$ cat src/rtl/chunked_seq_adder.sv
// Multi-cycle two's-complement adder/subtractor that resolves CHUNK bits per clock,
// carrying between chunks in a register; start/done handshake with signed overflow.
module chunked_seq_adder #(
    parameter int WIDTH = 16,
    parameter int CHUNK = 4
) (
    input  logic             clk,
    input  logic             rst_n,
    input  logic             start,
    input  logic [WIDTH-1:0] a,
    input  logic [WIDTH-1:0] b,
    input  logic             cin,
    input  logic             sub,
    output logic             busy,
    output logic             done,
    output logic [WIDTH-1:0] sum,
    output logic             cout,
    output logic             ovf
);
    localparam int NCHUNK = WIDTH / CHUNK;
    localparam int IDXW   = (NCHUNK > 1) ? $clog2(NCHUNK) : 1;
    localparam logic [0:0] S_IDLE = 1'b0;
    localparam logic [0:0] S_RUN  = 1'b1;
    localparam logic [IDXW-1:0] LAST = IDXW'(NCHUNK - 1);

    logic [0:0]       state;
    logic [WIDTH-1:0] a_q;
    logic [WIDTH-1:0] b_q;
    logic [WIDTH-1:0] acc;
    logic [WIDTH-1:0] acc_nx;
    logic             c_q;
    logic [IDXW-1:0]  idx;
    logic [CHUNK-1:0] a_ch;
    logic [CHUNK-1:0] b_ch;
    logic [CHUNK:0]   ch_sum;

    function automatic logic [CHUNK:0] chunk_add(input logic [CHUNK-1:0] x,
                                                 input logic [CHUNK-1:0] y,
                                                 input logic             c);
        chunk_add = {1'b0, x} + {1'b0, y} + {{CHUNK{1'b0}}, c};
    endfunction

    // Operands of equal sign producing a result of the other sign cannot be represented.
    function automatic logic signed_ovf(input logic sa, input logic sb, input logic sr);
        signed_ovf = (sa == sb) && (sr != sa);
    endfunction

    always_comb begin
        a_ch   = '0;
        b_ch   = '0;
        acc_nx = acc;
        for (int i = 0; i < NCHUNK; i++) begin
            if (idx == IDXW'(i)) begin
                a_ch = a_q[i*CHUNK +: CHUNK];
                b_ch = b_q[i*CHUNK +: CHUNK];
            end
        end
        ch_sum = chunk_add(a_ch, b_ch, c_q);
        for (int i = 0; i < NCHUNK; i++) begin
            if (idx == IDXW'(i)) begin
                acc_nx[i*CHUNK +: CHUNK] = ch_sum[CHUNK-1:0];
            end
        end
    end

    assign busy = (state == S_RUN);

    always_ff @(posedge clk) begin
        if (!rst_n) begin
            state <= S_IDLE;
            done  <= 1'b0;
            sum   <= '0;
            cout  <= 1'b0;
            ovf   <= 1'b0;
            acc   <= '0;
            idx   <= '0;
            c_q   <= 1'b0;
            a_q   <= '0;
            b_q   <= '0;
        end else begin
            done <= 1'b0;
            case (state)
                S_IDLE: begin
                    if (start) begin
                        a_q   <= a;
                        b_q   <= sub ? ~b : b;
                        c_q   <= sub | cin;
                        idx   <= '0;
                        state <= S_RUN;
                    end
                end
                S_RUN: begin
                    acc <= acc_nx;
                    c_q <= ch_sum[CHUNK];
                    idx <= idx + 1'b1;
                    // Outputs are only touched here, so partial sums never leak out.
                    if (idx == LAST) begin
                        sum   <= acc_nx;
                        cout  <= ch_sum[CHUNK];
                        ovf   <= signed_ovf(a_q[WIDTH-1], b_q[WIDTH-1], acc_nx[WIDTH-1]);
                        done  <= 1'b1;
                        idx   <= '0;
                        state <= S_IDLE;
                    end
                end
                default: state <= S_IDLE;
            endcase
        end
    end
endmodule

$ cat config.mk
export PLATFORM = sky130hd
export DESIGN_NAME = chunked_seq_adder
export DESIGN_NICKNAME = d
export VERILOG_FILES = /design/src/rtl/chunked_seq_adder.sv
export SDC_FILE = /design/constraint.sdc
export NUM_CORES = 1
export LEC_CHECK = 0
export ABC_CLOCK_PERIOD_IN_PS = 5800
export BUFFER_PORTS_ARGS = -buffer_cell sky130_fd_sc_hd__buf_4
export CAP_MARGIN = 20
export CORE_MARGIN = 2
export CORE_UTILIZATION = 59
export DETAILED_ROUTE_END_ITERATION = 12
export PLACE_DENSITY = 0.9
export SETUP_SLACK_MARGIN = 0.5
export SLEW_MARGIN = 20
export SYNTH_ARGS = -nofsm -noshare
export SYNTH_HDL_FRONTEND = slang
export SYNTH_SLANG_ARGS = --single-unit
$ cat constraint.sdc
create_clock -name clk -period 5.8 [get_ports clk]
set_input_delay 1.45 -clock clk [delete_from_list [all_inputs] [get_ports clk]]
set_output_delay 1.45 -clock clk [all_outputs]
set_load 0.02 [all_outputs]
# == Word level (Yosys, flattened, before mapping) ==
# Cells that the tools add are included.
# classes
n_addsub,3
eq_ne,6
muxes,22
bitwise,3
n_reduce_logical,5
# ops
operator,n
$mux 4,12
$mux 16,1
$not 16->16,1
$reduce_and 2->1,3
$add 4x4->5,1
$add 5x1->5,1
$eq 2x2->1 const B,2
$mux 1,4
$mux 2,2
$pmux 1 s2,2
$pmux 2 s2,1
$add 2x1->2 const B,1
$eq 2x1->1 const B,1
$logic_not 2->1,1
$ne 2x2->1 const B,1
$eq 1x1->1,1
$logic_and 1x1->1,1
$ne 1x1->1,1
$not 1->1,1
$or 1x1->1,1
# word_totals
ff_bits,71
in_bits,37
out_inout_bits,20
word_cells,49

# == Logic depth before layout (Yosys ltp) ==
# Gate-level depths: netlist (run 1).
# depth
ltp_word,10
ltp_mapped,15
ltp_nobuf,15

# == Worst setup path before layout (run 1) ==
# OpenSTA, ideal clock, no wires.
# synth_timing
kind,register to register
start,register idx[1]
end,register ovf
setup_time_ns,0.127
t_arrival_ns,2.537
t_required_ns,5.673
setup_slack_ns,3.136
path_stages_with_launch,14
n_path_buf,0
period_less_slack_ns,2.664
path_cell_list,dfxtp_1 inv_1 ha_1 inv_1 nand3_1 a21oi_1 a21oi_1 o21ai_0 ha_1 nor2b_1 o2111a_1 nor4_2 mux2i_1 o21ai_1
# synth_between
elab_chain_len,10
elab_cells_between_ends,18
cone_classes,2 x add/sub; 4 x eq/ne; 9 x mux; 3 x reduce/logical
# synth_rtl
element,line,source
"start, declared",32,logic [IDXW-1:0] idx;
"start signal, assigned",95,idx <= idx + 1'b1;
$logic_not 2->1,53,if (idx == IDXW'(i)) begin
$mux 4 (4 in series),53,
$add 4x4->5,40,"chunk_add = {1'b0, x} + {1'b0, y} + {{CHUNK{1'b0}}, c};"
$add 5x1->5,40,
$mux 4,60,if (idx == IDXW'(i)) begin
$ne 1x1->1,45,signed_ovf = (sa == sb) && (sr != sa);
$logic_and 1x1->1,45,
"end signal, assigned",100,"ovf <= signed_ovf(a_q[WIDTH-1], b_q[WIDTH-1], acc_nx[WIDTH-1]);"
"end, declared",18,output logic ovf
# Several ways; a longest one is shown, not always the timed one.
# A chain may end at the register's enable or synchronous reset.

# == Worst setup path after layout (run 1) ==
# Ends and elaborated chain as after synthesis.

==> results of run 1 <==
## sequential cells by signal, summed over array words and instances, names as in the netlist
| register | flops |
|---|---|
| c_q | 1 |
| ovf | 1 |
| a_q | 16 |
| busy | 1 |
| sum | 16 |
| idx | 2 |
| done | 1 |
| acc | 13 |
| cout | 1 |
| b_q | 16 |
## power breakdown
part	leakage [nW]	total, mW	internal, mW	switching (mW)
Clock	0.113	0.423	0.252	0.172
Sequential	0.555	0.503	0.488	0.0149
Combinational	1.06	0.147	0.0660	0.0814
## per-layer routing
metal	part of all wire, %	up-vias	GRT usage, %	wire length [um]
met5	0	-	0	0
met4	1.6	0	9.821	110
met3	5.6	10	5.581	380
met2	50	99	42.09	3400
met1	43	1283	29.69	2886
li1	-	1350	-	-
## area by class of cell
| cell class | instances | share of cell area, % |
|---|---|---|
| Multi-Input combinational cell | 270 | 43.62 |
| Sequential cell | 68 | 35.96 |
| Timing Repair Buffer | 58 | 11.50 |
| Clock buffer | 11 | 3.734 |
| Tap cell | 70 | 2.313 |
| Clock inverter | 5 | 1.983 |
| Inverter | 9 | 0.8923 |
## worst register-to-register path: stages, from the launching register on
cell and delay (ps):
dfxtp_1 350, inv_1 80, ha_1 390, inv_1 310
nand3_1 110, a21oi_1 180, a21oi_1 60, o21ai_0 370
ha_1 300, nor2b_1 150, o2111a_1 250, nor4_2 290
mux2i_1 240, o21ai_1 70
## logic make-up (layout without fill, tap and decap cells)
kind of cell	Yosys count	count (layout)	synth area share [%]
AOI/OAI and AO/OA	102	102	22.20
xor gates and xnor gates	18	18	5.195
adders and majority gates	9	9	4.014
buffers and inverters	39	83	5.313
DFF	68	68	42.82
muxes	8	8	2.519
and+or+nand+nor	133	133	17.95
## placed cells by master, fill, tap and decap left out, types with 2 or more instances in the layout
| cell type | netlist | final |
|---|---|---|
| nand3b_1 | 3 | 3 |
| and2_1 | 5 | 5 |
| ha_1 | 7 | 7 |
| nor2b_1 | 7 | 6 |
| o21ai_0 | 25 | 25 |
| clkinv_2 | 0 | 3 |
| bufinv_16 | 0 | 2 |
| dfxtp_1 | 68 | 68 |
| a21boi_0 | 15 | 15 |
| o31ai_1 | 3 | 3 |
| nand3_1 | 7 | 7 |
| nor3_1 | 3 | 3 |
| nand2_1 | 98 | 98 |
| inv_1 | 9 | 9 |
| buf_4 | 2 | 58 |
| a32oi_1 | 3 | 3 |
| nor2_1 | 6 | 6 |
| o22ai_1 | 3 | 3 |
| xnor2_1 | 17 | 17 |
| fa_1 | 2 | 2 |
| a21oi_1 | 21 | 21 |
| clkbuf_8 | 0 | 10 |
| o21ai_1 | 3 | 3 |
| a21boi_1 | 2 | 2 |
| mux2i_1 | 8 | 8 |
| o211a_1 | 22 | 22 |
## final timing paths
kind              startpoint      to  slack (ps)  cells after the start
hold / removal        sum[4]  sum[4]         450                      2
setup / recovery      idx[1]     ovf        2520                     13
hold reg to reg       sum[4]  sum[4]         450                      2
setup reg to reg      idx[1]     ovf        2520                     13
==> out/qor.csv, run 1 <==
metric,value,unit
utilization,73.66,%
design_area,3786,sq um
finalSetupTns,0,ps
postRouteAntennaNets,0,
synth_area_leaders,"dfxtp_1, nand2_1, o211a_1",
setup_viol,0,
max_freq,304.9,MHz
drive_gt1_share,18.53,%
grt_usage,24.49,%
required,6010,ps
synth_warnings,0,
drt-vias-per-instance,5.585,
io_pins,57,
area_growth,19.09,%
io_buffers,56,
holdCritPathClass,reg -> reg,
die_x,77.41,um
post-place-ws,2528,ps
num-nets-final,462,
synth-edff-count,0,
cap_violations,0,
die_area,5992,sq um
routed-via-count,2742,
tightest_slew,786.1,ps
clk_pin_slew,70,ps
worstSetupEndpointType,flip-flop,
n_antenna_cell,0,
place_hpwl,4775,um
wl_per_cell,13.80,um
globalRoute.totalOverflow,0,
cts_buffers,9,
cp_slowest_stage_delay,390,ps
fillCellCount,413,
grt_pass1_vias,2580,
cts_resized,0,
cts-htree-levels,3,
rsz0062_at_grt,no,
yosysMostFrequentCell,nand2_1,
syn_area_per_cell,8.433,sq um
critPathSlowestCell,ha_1,
holdWs,452.9,ps
drt-initial-drc-count,184,
synthesis.nets,423,
synth.top_cell.area_share,42.82,%
pwr_density_cell,283.7,nW/um^2
clock_sink_count,68,
first_pass_iters,5,
grt_max_degree,53,
ys_seq_area_share,42.82,%
finClkSkew,8.539,ps
crit_chain,"inv_1, ha_1, inv_1, nand3_1, a21oi_1, a21oi_1, o21ai_0, ha_1, nor2b_1, o2111a_1, nor4_2, mux2i_1, o21ai_1",
tritoncts,done,
gp_congestion,0.8212,
p_leak,1.728,nW
min_period_over_period,56.55,%
ctsHoldBuffers,0,
grt_pass1_wl,11740,um
ys_async_sr_fraction,0,%
postCtsSetupBuffers,0,
placed_area,3570,sq um
critical_path_class,reg -> reg,
cts-root-buf,clkbuf_8,
num_rows,26,
routed_wl,6777,um
status,"complete, no violations",
critical_path_buf_inv_count,2,
slew_headroom,47.59,%
antenna_found_initial,0,
netlist_area,3179,sq um
hold_viol_final,0,
yosys-top-cells-count,"nand2_1, dfxtp_1, o21ai_0",
coreArea,5140,sq um
clockBufferDepth,2,
start_util,61.85,%
seq_area,1361,sq um
drc,0,
yosys_most_used_dff,dfxtp_1,
fin_ws,2520,ps
maxSlewViolCount,0,
synth-seq-cells,68,
syn_inst,377,
timing.critical_path.from_type,flip-flop,
min_period,3280,ps
place_inst,475,
multi_input_area,1652,sq um
finalNonFillerCells,491,
peakVddDrop,181.2,uV
yosysTopAreaCell,dfxtp_1,
path_max_fanout,17,
cp.arrival,3490,ps
total_power,1.074,mW
chipHeight,77.41,um
clkLatencyLatePin,340,ps
cp_top_family,compound AO/OA/AOI/OAI gates,
yosysUniqueCellTypes,36,
Power figures use the tool's default switching activity.
==> run 2: changes to the inputs <==
Settings changed: ABC_AREA from default to 1, ABC_CLOCK_PERIOD_IN_PS 5800 to 3400, CORE_UTILIZATION 59 to 55, PLACE_DENSITY 0.9 to 0.85.
Clock period 5.8 ns to 3.4 ns, I/O delays scaled along.
==> run 2 against run 1 <==
- sequential power increased by 74%
- die area increased by 3.5%
- total power increased by 75%
- register-to-register slack got worse by 1800 ps
- wire length increased by 3.8%
- maximum frequency increased by 21%
- final cell count increased by 6.7%
- worst hold slack improved by 5.0 ps
- sequential cell count unchanged
- core utilization decreased by 4.7 points
- area after synthesis decreased by 3.4%
- cell area decreased by 0.96%
==> out/qor.csv, run 2 <==
metric,value,unit,change
comb_power_share,18.5,%,+4.8 points
ys_async_sr_fraction,0,%,unchanged
cts-root-buf,clkbuf_8,,
clkLatencyLatePin,360,ps,+20 ps
clockBufferDepth,2,,unchanged
path_max_fanout,12,,-5
cp_common_cell,inv_1,,
wl_per_cell,13.43,um,-2.7%
reg2regPathDepth,11,,-2
cp_slowest_stage_delay,400,ps,about the same
holdCritPathClass,reg -> reg,,
synthesis.nets,447,,+5.7%
die_area,6198,sq um,+3.5%
ys_seq_area_share,44.32,%,+1.5 points
synth.top_cell.area_share,44.32,%,+1.5 points
clkPwrFrac,34.8,%,-4.6 points
tritoncts,done,,
slew_headroom,41.81,%,-5.8 points
design_area,3750,sq um,-0.96%
synth-edff-count,0,,unchanged
first_pass_iters,4,,-1
drt-initial-drc-count,196,,+6.5%
required,3650,ps,-2360 ps
worstSetupEndpointType,flip-flop,,
drc,0,,unchanged
drt-vias-per-instance,5.221,,-6.5%
syn_area_per_cell,7.660,sq um,-9.2%
cap_violations,0,,unchanged
finClkSkew,10.32,ps,+1.778 ps
final_cell_mix,"dfxtp_1, buf_4, nand2_1",,
num-nets-final,493,,+6.7%
postRouteAntennaNets,0,,unchanged
peakVddDrop,358.0,uV,+98%
cts-htree-levels,3,,unchanged
num_rows,27,,+3.8%
die_x,78.73,um,+1.7%
n_antenna_cell,0,,unchanged
yosysMostFrequentCell,dfxtp_1,,
clock_sink_count,68,,unchanged
grt_pass1_vias,2459,,-4.7%
placed_area,3472,sq um,-2.7%
finalSetupTns,0,ps,unchanged
synth-seq-cells,68,,unchanged
yosysUniqueCellTypes,32,,-11%
start_util,56.48,%,-5.4 points
coreArea,5439,sq um,+5.8%
internal-power,1.327,mW,+65%
io_buffers,56,,unchanged
final_common_cell,dfxtp_1,,
tightest_slew,871.7,ps,+85.59 ps
yosys-top-cells-count,"dfxtp_1, nand2_1, nor2_1",,
ctsHoldBuffers,0,,unchanged
reg_top3,"a_q (16), b_q (16), sum (16)",,
grt_pass1_wl,11120,um,-5.3%
rsz0062_at_grt,no,,
antenna_found_initial,0,,unchanged
min_path_cells,2,,unchanged
chipHeight,78.73,um,+1.7%
drive_gt1_share,21.90,%,+3.4 points
place_hpwl,4753,um,-0.46%
grt_usage,23.07,%,-1.4 points
netlist_area,3072,sq um,-3.4%
synth_warnings,0,,unchanged
clk_pin_slew,80,ps,about the same
cp.arrival,2960,ps,-530 ps
critPathSlowestCell,dfxtp_1,,
min_period_over_period,79.89,%,+23 points
maxSlewViolCount,0,,unchanged
status,"complete, no violations",,
yosys_most_used_dff,dfxtp_1,,
setup_viol,0,,unchanged
p_leak,1.637,nW,-5.3%
grt_max_degree,49,,-7.5%
post-place-ws,456.9,ps,-2071 ps
p_sw_share,29.33,%,+4.4 points
routed-via-count,2736,,-0.22%
area_growth,22.08,%,
cts_buffers,9,,unchanged
hold_viol_final,0,,unchanged
gp_congestion,0.8918,,+8.6%
crit_chain,"ha_2, inv_1, o21ai_1, fa_2, inv_1, fa_2, xor2_4, a21oi_2, nand2_1, o211ai_1, inv_1",,
pwr_density_cell,500.8,nW/um^2,+77%
routed_wl,7037,um,+3.8%
io_pins,57,,unchanged
min_period,2716,ps,-563.4 ps
synth_area_leaders,"dfxtp_1, nand2_1, a21oi_1",,
critical_path_class,reg -> reg,,
total_switching_power,550.9,uW,+110%
timing.critical_path.from_type,flip-flop,,
globalRoute.totalOverflow,0,,unchanged
holdWs,457.9,ps,+5.006 ps
fin_ws,683.7,ps,-1837 ps
yosysTopAreaCell,dfxtp_1,,
seqPwrFrac,46.7,%,-0.2 points
syn_inst,401,,+6.4%
max_freq,368.1,MHz,+21%
## run 2: power groups by stage
stage | sequential (mW) | combinational [mW] | clock (mW)
2_1_floorplan | 0.882 | 0.230 | 0
3_3_place_gp | 0.892 | 0.300 | 0
3_5_place_dp | 0.893 | 0.308 | 0
4_1_cts | 0.875 | 0.317 | 0.658
5_1_grt | 0.882 | 0.388 | 0.686
6_report | 0.877 | 0.347 | 0.654
## run 2: layout make-up
| class | count | area (sq um) |
|---|---|---|
| multi-input cells | 264 | 1491 |
| repair buffers | 59 | 442.9 |
| inverters | 45 | 171.4 |
| flip-flops and latches | 68 | 1363 |
| clock inverters | 6 | 63.81 |
| clock buffers | 10 | 127.6 |
| fillers | 440 | 1689 |
| well taps | 72 | 90.09 |
## run 2: final timing paths
check | startpoint | end | slack (ps)
min | sum[7] | sum[7] | 460
min reg2reg | sum[7] | sum[7] | 460
max | idx[0] | acc[2] | 680
max reg2reg | idx[0] | acc[2] | 680
## run 2: routing by layer
metal  GRT usage [%]  share of wire, %
met5               0                 0
met4           14.21               2.5
met1           29.76                45
met3           5.909               6.5
met2           34.62                46
## run 2: critical path: cells and delay by family (launching register included)
family / cells / cell delay [ps]
xor gates and xnor gates: 1 / 190
AOI/OAI and AO/OA: 3 / 570
adders and majority gates: 3 / 1000
buffers and inverters: 3 / 340
and+or+nand+nor: 1 / 80
DFF: 1 / 400
## run 2: cells by family (layout without fill, tap and decap cells)
logic type | Yosys count | after routing | share of synthesized area, %
adder cells (fa/ha/maj) | 9 | 9 | 4.155
AO/OA/AOI/OAI | 126 | 126 | 21.87
XOR/XNOR | 17 | 17 | 4.847
flip-flops | 68 | 68 | 44.32
buffers and inverters | 69 | 120 | 9.572
AND/OR/NAND/NOR | 110 | 110 | 14.58
multiplexers | 2 | 2 | 0.6518
## run 2: what timing repair did
| action | CTS | global route |
|---|---|---|
| buffers inserted | 0 | 1 |
| endpoints found under the setup margin | 11 | 20 |
| gates resized for setup | 5 | 17 |
| pin swaps | 0 | 1 |
## run 2: stage by stage
stage	total power [mW]	cells	utilization, %
floorplan	1.112	401	-
global placement	1.192	507	63.84
detailed placement	1.201	507	63.84
CTS	1.849	523	67.61
global route	1.955	524	68.94
finish	1.878	524	68.94
